--- src/rtl/button_debounce_pkg.sv ---
// Shared types and constants for the button debouncer.
// Holds the FSM state encoding, parameter defaults and the legal
// minimum/maximum values the debouncer parameters are expected to respect.
package debounce_pkg;

    typedef enum logic [1:0] {
        STABLE_LO = 2'd0,
        CHK_HI    = 2'd1,
        STABLE_HI = 2'd2,
        CHK_LO    = 2'd3
    } state_e;

    localparam int SYNC_STAGES_DEF     = 2;
    localparam int DEBOUNCE_CYCLES_DEF = 16;

    localparam int SYNC_STAGES_MIN     = 2;
    localparam int SYNC_STAGES_MAX     = 4;
    localparam int DEBOUNCE_CYCLES_MIN = 2;

endpackage

--- src/rtl/button_debounce_sync_ff.sv ---
// N-stage flop synchronizer for a single asynchronous bit.
// RST_VAL sets the value every stage takes during reset, so the chain can
// idle at the input's inactive level and never present a false edge.
module sync_ff #(
    parameter int   STAGES  = 2,
    parameter logic RST_VAL = 1'b0
) (
    input  logic clk,
    input  logic reset_n,
    input  logic d,
    output logic q
);

    logic [STAGES-1:0] chain;

    // Shift the raw input through the flop chain; the oldest bit is the output.
    always_ff @(posedge clk or negedge reset_n) begin
        if (!reset_n) begin
            chain <= {STAGES{RST_VAL}};
        end else begin
            chain <= {chain[STAGES-2:0], d};
        end
    end

    assign q = chain[STAGES-1];

endmodule

--- src/rtl/button_debounce.sv ---
// Push-button debouncer: synchronizes btn_raw, then requires DEBOUNCE_CYCLES
// consecutive identical samples before committing a new level. Produces a
// registered level plus one-cycle rise/fall strobes.
// Optional macro BUTTON_DEBOUNCE_INVERT_EN: btn_raw is active-low (pull-up
// button); synchronizer idles at 1 and the sample is inverted before the FSM.
//
// Handshake: none. rise/fall are single-cycle strobes, never high together
// and never in consecutive cycles; consumers need no acknowledge.
module button_debounce
    import debounce_pkg::*;
#(
    parameter int SYNC_STAGES     = SYNC_STAGES_DEF,
    parameter int DEBOUNCE_CYCLES = DEBOUNCE_CYCLES_DEF
) (
    input  logic   clk,
    input  logic   reset_n,
    input  logic   btn_raw,
    output logic   level,
    output logic   rise,
    output logic   fall,
    output state_e dbg_state
);

    localparam int             CW       = $clog2(DEBOUNCE_CYCLES);
    localparam logic [CW-1:0]  CNT_LAST = CW'(DEBOUNCE_CYCLES - 1);

`ifdef BUTTON_DEBOUNCE_INVERT_EN
    localparam logic RAW_IDLE = 1'b1;
`else
    localparam logic RAW_IDLE = 1'b0;
`endif

    logic          s_sync;
    logic          s;
    state_e        state;
    logic [CW-1:0] cnt;

    sync_ff #(
        .STAGES  (SYNC_STAGES),
        .RST_VAL (RAW_IDLE)
    ) u_sync (
        .clk     (clk),
        .reset_n (reset_n),
        .d       (btn_raw),
        .q       (s_sync)
    );

    // Normalize the synchronized sample so the FSM always sees 1 = pressed.
`ifdef BUTTON_DEBOUNCE_INVERT_EN
    assign s = ~s_sync;
`else
    assign s = s_sync;
`endif

    // Debounce FSM with qualifying counter and registered outputs. The first
    // differing sample counts as sample 1; any bounce back drops all progress.
    always_ff @(posedge clk or negedge reset_n) begin
        if (!reset_n) begin
            state <= STABLE_LO;
            cnt   <= '0;
            level <= 1'b0;
            rise  <= 1'b0;
            fall  <= 1'b0;
        end else begin
            rise <= 1'b0;
            fall <= 1'b0;
            case (state)
                STABLE_LO: begin
                    if (s) begin
                        state <= CHK_HI;
                        cnt   <= CW'(1);
                    end
                end
                CHK_HI: begin
                    if (!s) begin
                        state <= STABLE_LO;
                        cnt   <= '0;
                    end else if (cnt == CNT_LAST) begin
                        state <= STABLE_HI;
                        level <= 1'b1;
                        rise  <= 1'b1;
                        cnt   <= '0;
                    end else begin
                        cnt <= cnt + 1'b1;
                    end
                end
                STABLE_HI: begin
                    if (!s) begin
                        state <= CHK_LO;
                        cnt   <= CW'(1);
                    end
                end
                CHK_LO: begin
                    if (s) begin
                        state <= STABLE_HI;
                        cnt   <= '0;
                    end else if (cnt == CNT_LAST) begin
                        state <= STABLE_LO;
                        level <= 1'b0;
                        fall  <= 1'b1;
                        cnt   <= '0;
                    end else begin
                        cnt <= cnt + 1'b1;
                    end
                end
                default: begin
                    state <= STABLE_LO;
                    cnt   <= '0;
                end
            endcase
        end
    end

    assign dbg_state = state;

endmodule

--- config.mk ---
export PLATFORM = sky130hd
export DESIGN_NAME = button_debounce
export DESIGN_NICKNAME = d
export VERILOG_FILES = /design/src/rtl/button_debounce_pkg.sv /design/src/rtl/button_debounce_sync_ff.sv /design/src/rtl/button_debounce.sv
export SDC_FILE = /design/constraint.sdc
export NUM_CORES = 1
export LEC_CHECK = 0
export CAP_MARGIN = 30
export CORE_AREA = 2 2 39 41
export DETAILED_ROUTE_END_ITERATION = 12
export DIE_AREA = 0 0 41 43
export GPL_ROUTABILITY_DRIVEN = 0
export SLEW_MARGIN = 20
export SYNTH_ARGS = -nofsm -noshare
export SYNTH_HDL_FRONTEND = slang
export SYNTH_SLANG_ARGS = --single-unit
--- constraint.sdc ---
create_clock -name clk -period 1.51 [get_ports clk]
set_clock_uncertainty 0.05 [all_clocks]
set_input_delay 0.151 -clock clk [delete_from_list [all_inputs] [get_ports clk]]
set_output_delay 0.151 -clock clk [all_outputs]
set_load 0.02 [all_outputs]
==> out/qor.txt <==
Reg-to-Reg End: cnt[3]
Max-Cap Viols: 0
Data required, critical path: 1.31 ns
Syn_area_per_cell: 10.7 sq um
Layout cells sized above 1: 12.7%
Clock Path Buffers: 2
Effective utilization at floorplan: 34.0%
TritonCTS Sinks: 11
EDFF count, synth: 0
Drc violations: 0
CP Depth: 1
Average via count per standard cell: 5.30
Period Utilization, post-route: 95.7%
Root buffer cell: clkbuf_4
Synth top area share: 58.5%
Worst EP arrival: 1.24 ns
Fin util: 42.5%
Slowest cell on crit path: clkdlybuf4s50_1
Netlist Area Pre-Place: 470 sq um
Largest net degree at the start of global routing: 12
Element type at the critical path start: register
Worst path max stage delay: 0.61 ns
N_diodes: 0
Post-CTS Hold Buffers: 0
Post-DP HPWL: 619 microns
WP buf/inv: 1
CTS Buf Count: 3
Final WS setup: 0.0647 ns
Post-Layout Cell Count: 71
Cells along the critical path: clkdlybuf4s50_1
Die W: 41 microns
Worst slack, placed: 0.167 ns
Post-synth top cells: dfrtp_1, nand2_1, a21oi_1, nor2_1, o21ai_0
I/O pins: 8
Clk slew on worst S/H paths: 0.07 ns
Clock Latency Late Sink: 0.27 ns
Worst R2R Start: cnt[0]
Initial antenna violation count: 0
R2R depth: 4
Seq. cell area: 275 sq um
H-tree depth: 1
Netlist cell types: 19
Leak: 0.272 nW
Switching Share: 24.4%
Reg power frac: 56.2%
F_max: 0.692 GHz
Mapped Cells: 44
RSZ-0062 raised after global routing: false
Vias in the first global route: 323
Slew of the pin with the lowest slew margin: 0.492 ns
Cell Int Power: 0.436 mW
Worst Hold Class: primary input to asynchronous set/reset pin
GR Util All Layers: 13.2%
Slew Limit Fails: 0
Fin crit period: 1.45 ns
Fin nets: 60
Number of cells after detailed placement: 67
Multi-input combinational cell area: 186 sq um
Worst-path fanout max: 3
Number of synthesized register bits: 11
Layout area overhead: 25.0%
Synth warn: 0
P_sw: 0.141 mW
Row count: 14
Initial drt markers: 5
Die span in y: 43 microns
Synth top area cells: dfrtp_1, nand2_1, xor2_1, a21oi_1, o21ai_0
Reg2reg setup slack: 0.16 ns
Post-synthesis sequential area ratio: 58.5%
Area leader, netlist: dfrtp_1
Outcome: finished clean
Power Density: 980 nW/um^2
Final setup violation count: 0
Antenna viol nets, final: 0
Final global-route overflow total: 0
Hold Vio Cnt, Final: 0
WS Path Type: register to output pin
Slew headroom: 67.1%
Hold WS: 0.158 ns
Port Buf Inserts: 7
First-pass GRT wire length: 1460 microns
DR vias: 376
Total die area: 1760 sq um
Detailed Route WL: 865 microns
Async SR Flop Fraction: 100%
CP top delay family: buffers and inverters
Logic pwr share: 9.2%
CTS tree: built
Clk pwr share: 34.6%
Peak VDD IR: 0.507 mV
Top-count cell post-synth: dfrtp_1
Pre-antenna DRT Iters: 4
Layout fillers: 137
Most common flop cell mapped by yosys: dfrtp_1
Core area: 1380 sq um
Wirelength per Cell: 12.2 microns
Setup TNS: 0 ns
Syn nets: 48
CP endpoint kind: output pin
cell usage in the layout, fill, tap and decap left out, drive strengths merged, types with 2 or more instances in the layout:
| cell | instances |
|---|---|
| o21ai | 3 |
| dfrtp | 11 |
| a21oi | 3 |
| nand2 | 8 |
| clkbuf | 4 |
| xor2 | 2 |
| nor2 | 3 |
| nand3 | 2 |
| clkdlybuf4s50 | 6 |
final cells by class:
class / count / share of cell area (%)
inverters: 1 / 0.638
multi-input cells: 31 / 31.7
flip-flops and latches: 11 / 46.8
repair buffers: 8 / 13.0
clock buffers: 4 / 4.47
well taps: 16 / 3.40
metrics by stage:
step	cell area, sq um	total power, mW
6_report	588	0.577
5_1_grt	588	0.611
4_1_cts	588	0.586
3_5_place_dp	563	0.384
3_3_place_gp	563	0.382
2_1_floorplan	470	0.359
how the worst max path moves through the flow:
stage | from | endpoint
after floorplan | cnt[0] | level
after global placement | cnt[0] | level
after detailed placement | cnt[0] | cnt[3]
after CTS | level | level
after global routing | level | level
final | level | level
power groups by stage:
stage | sequential (mW) | combinational (mW) | clock (mW)
after floorplan | 0.327 | 0.0321 | 0
after global placement | 0.329 | 0.0534 | 0
after detailed placement | 0.330 | 0.0543 | 0
after CTS | 0.324 | 0.0544 | 0.207
after global routing | 0.327 | 0.0612 | 0.223
final | 0.324 | 0.0530 | 0.200
metal layers:
layer	track usage (%)	part of all wire [%]	vias to the layer above
met3	4.71	4.4	5
li1	-	-	174
met2	16.9	45	9
met5	0	0	-
met1	16.5	46	188
met4	12.0	4.4	0
sequential cells by signal, summed over array words and instances, names as in the netlist, named ones only:
| signal | count |
|---|---|
| cnt | 4 |
| u_sync.chain | 2 |
| dbg_state | 1 |
| fall | 1 |
| level | 1 |
| rise | 1 |
timing repair:
action                                  in CTS  in global routing
setup buffers                                0                  0
gates resized for setup                      1                  0
endpoints found under the setup margin       1                  0
hold endpoints to repair                     0                  0
cell families (layout without fill, tap and decap cells):
group | after synthesis | in the layout | share of synthesized area [%]
buffers and inverters | 2 | 13 | 1.86
and+or+nand+nor | 18 | 18 | 19.9
DFF | 11 | 11 | 58.5
xor gates and xnor gates | 3 | 3 | 5.59
adders and majority gates | 1 | 1 | 2.66
AOI/OAI and AO/OA | 9 | 9 | 11.4
Note: power is estimated with default switching activity, not from simulation.
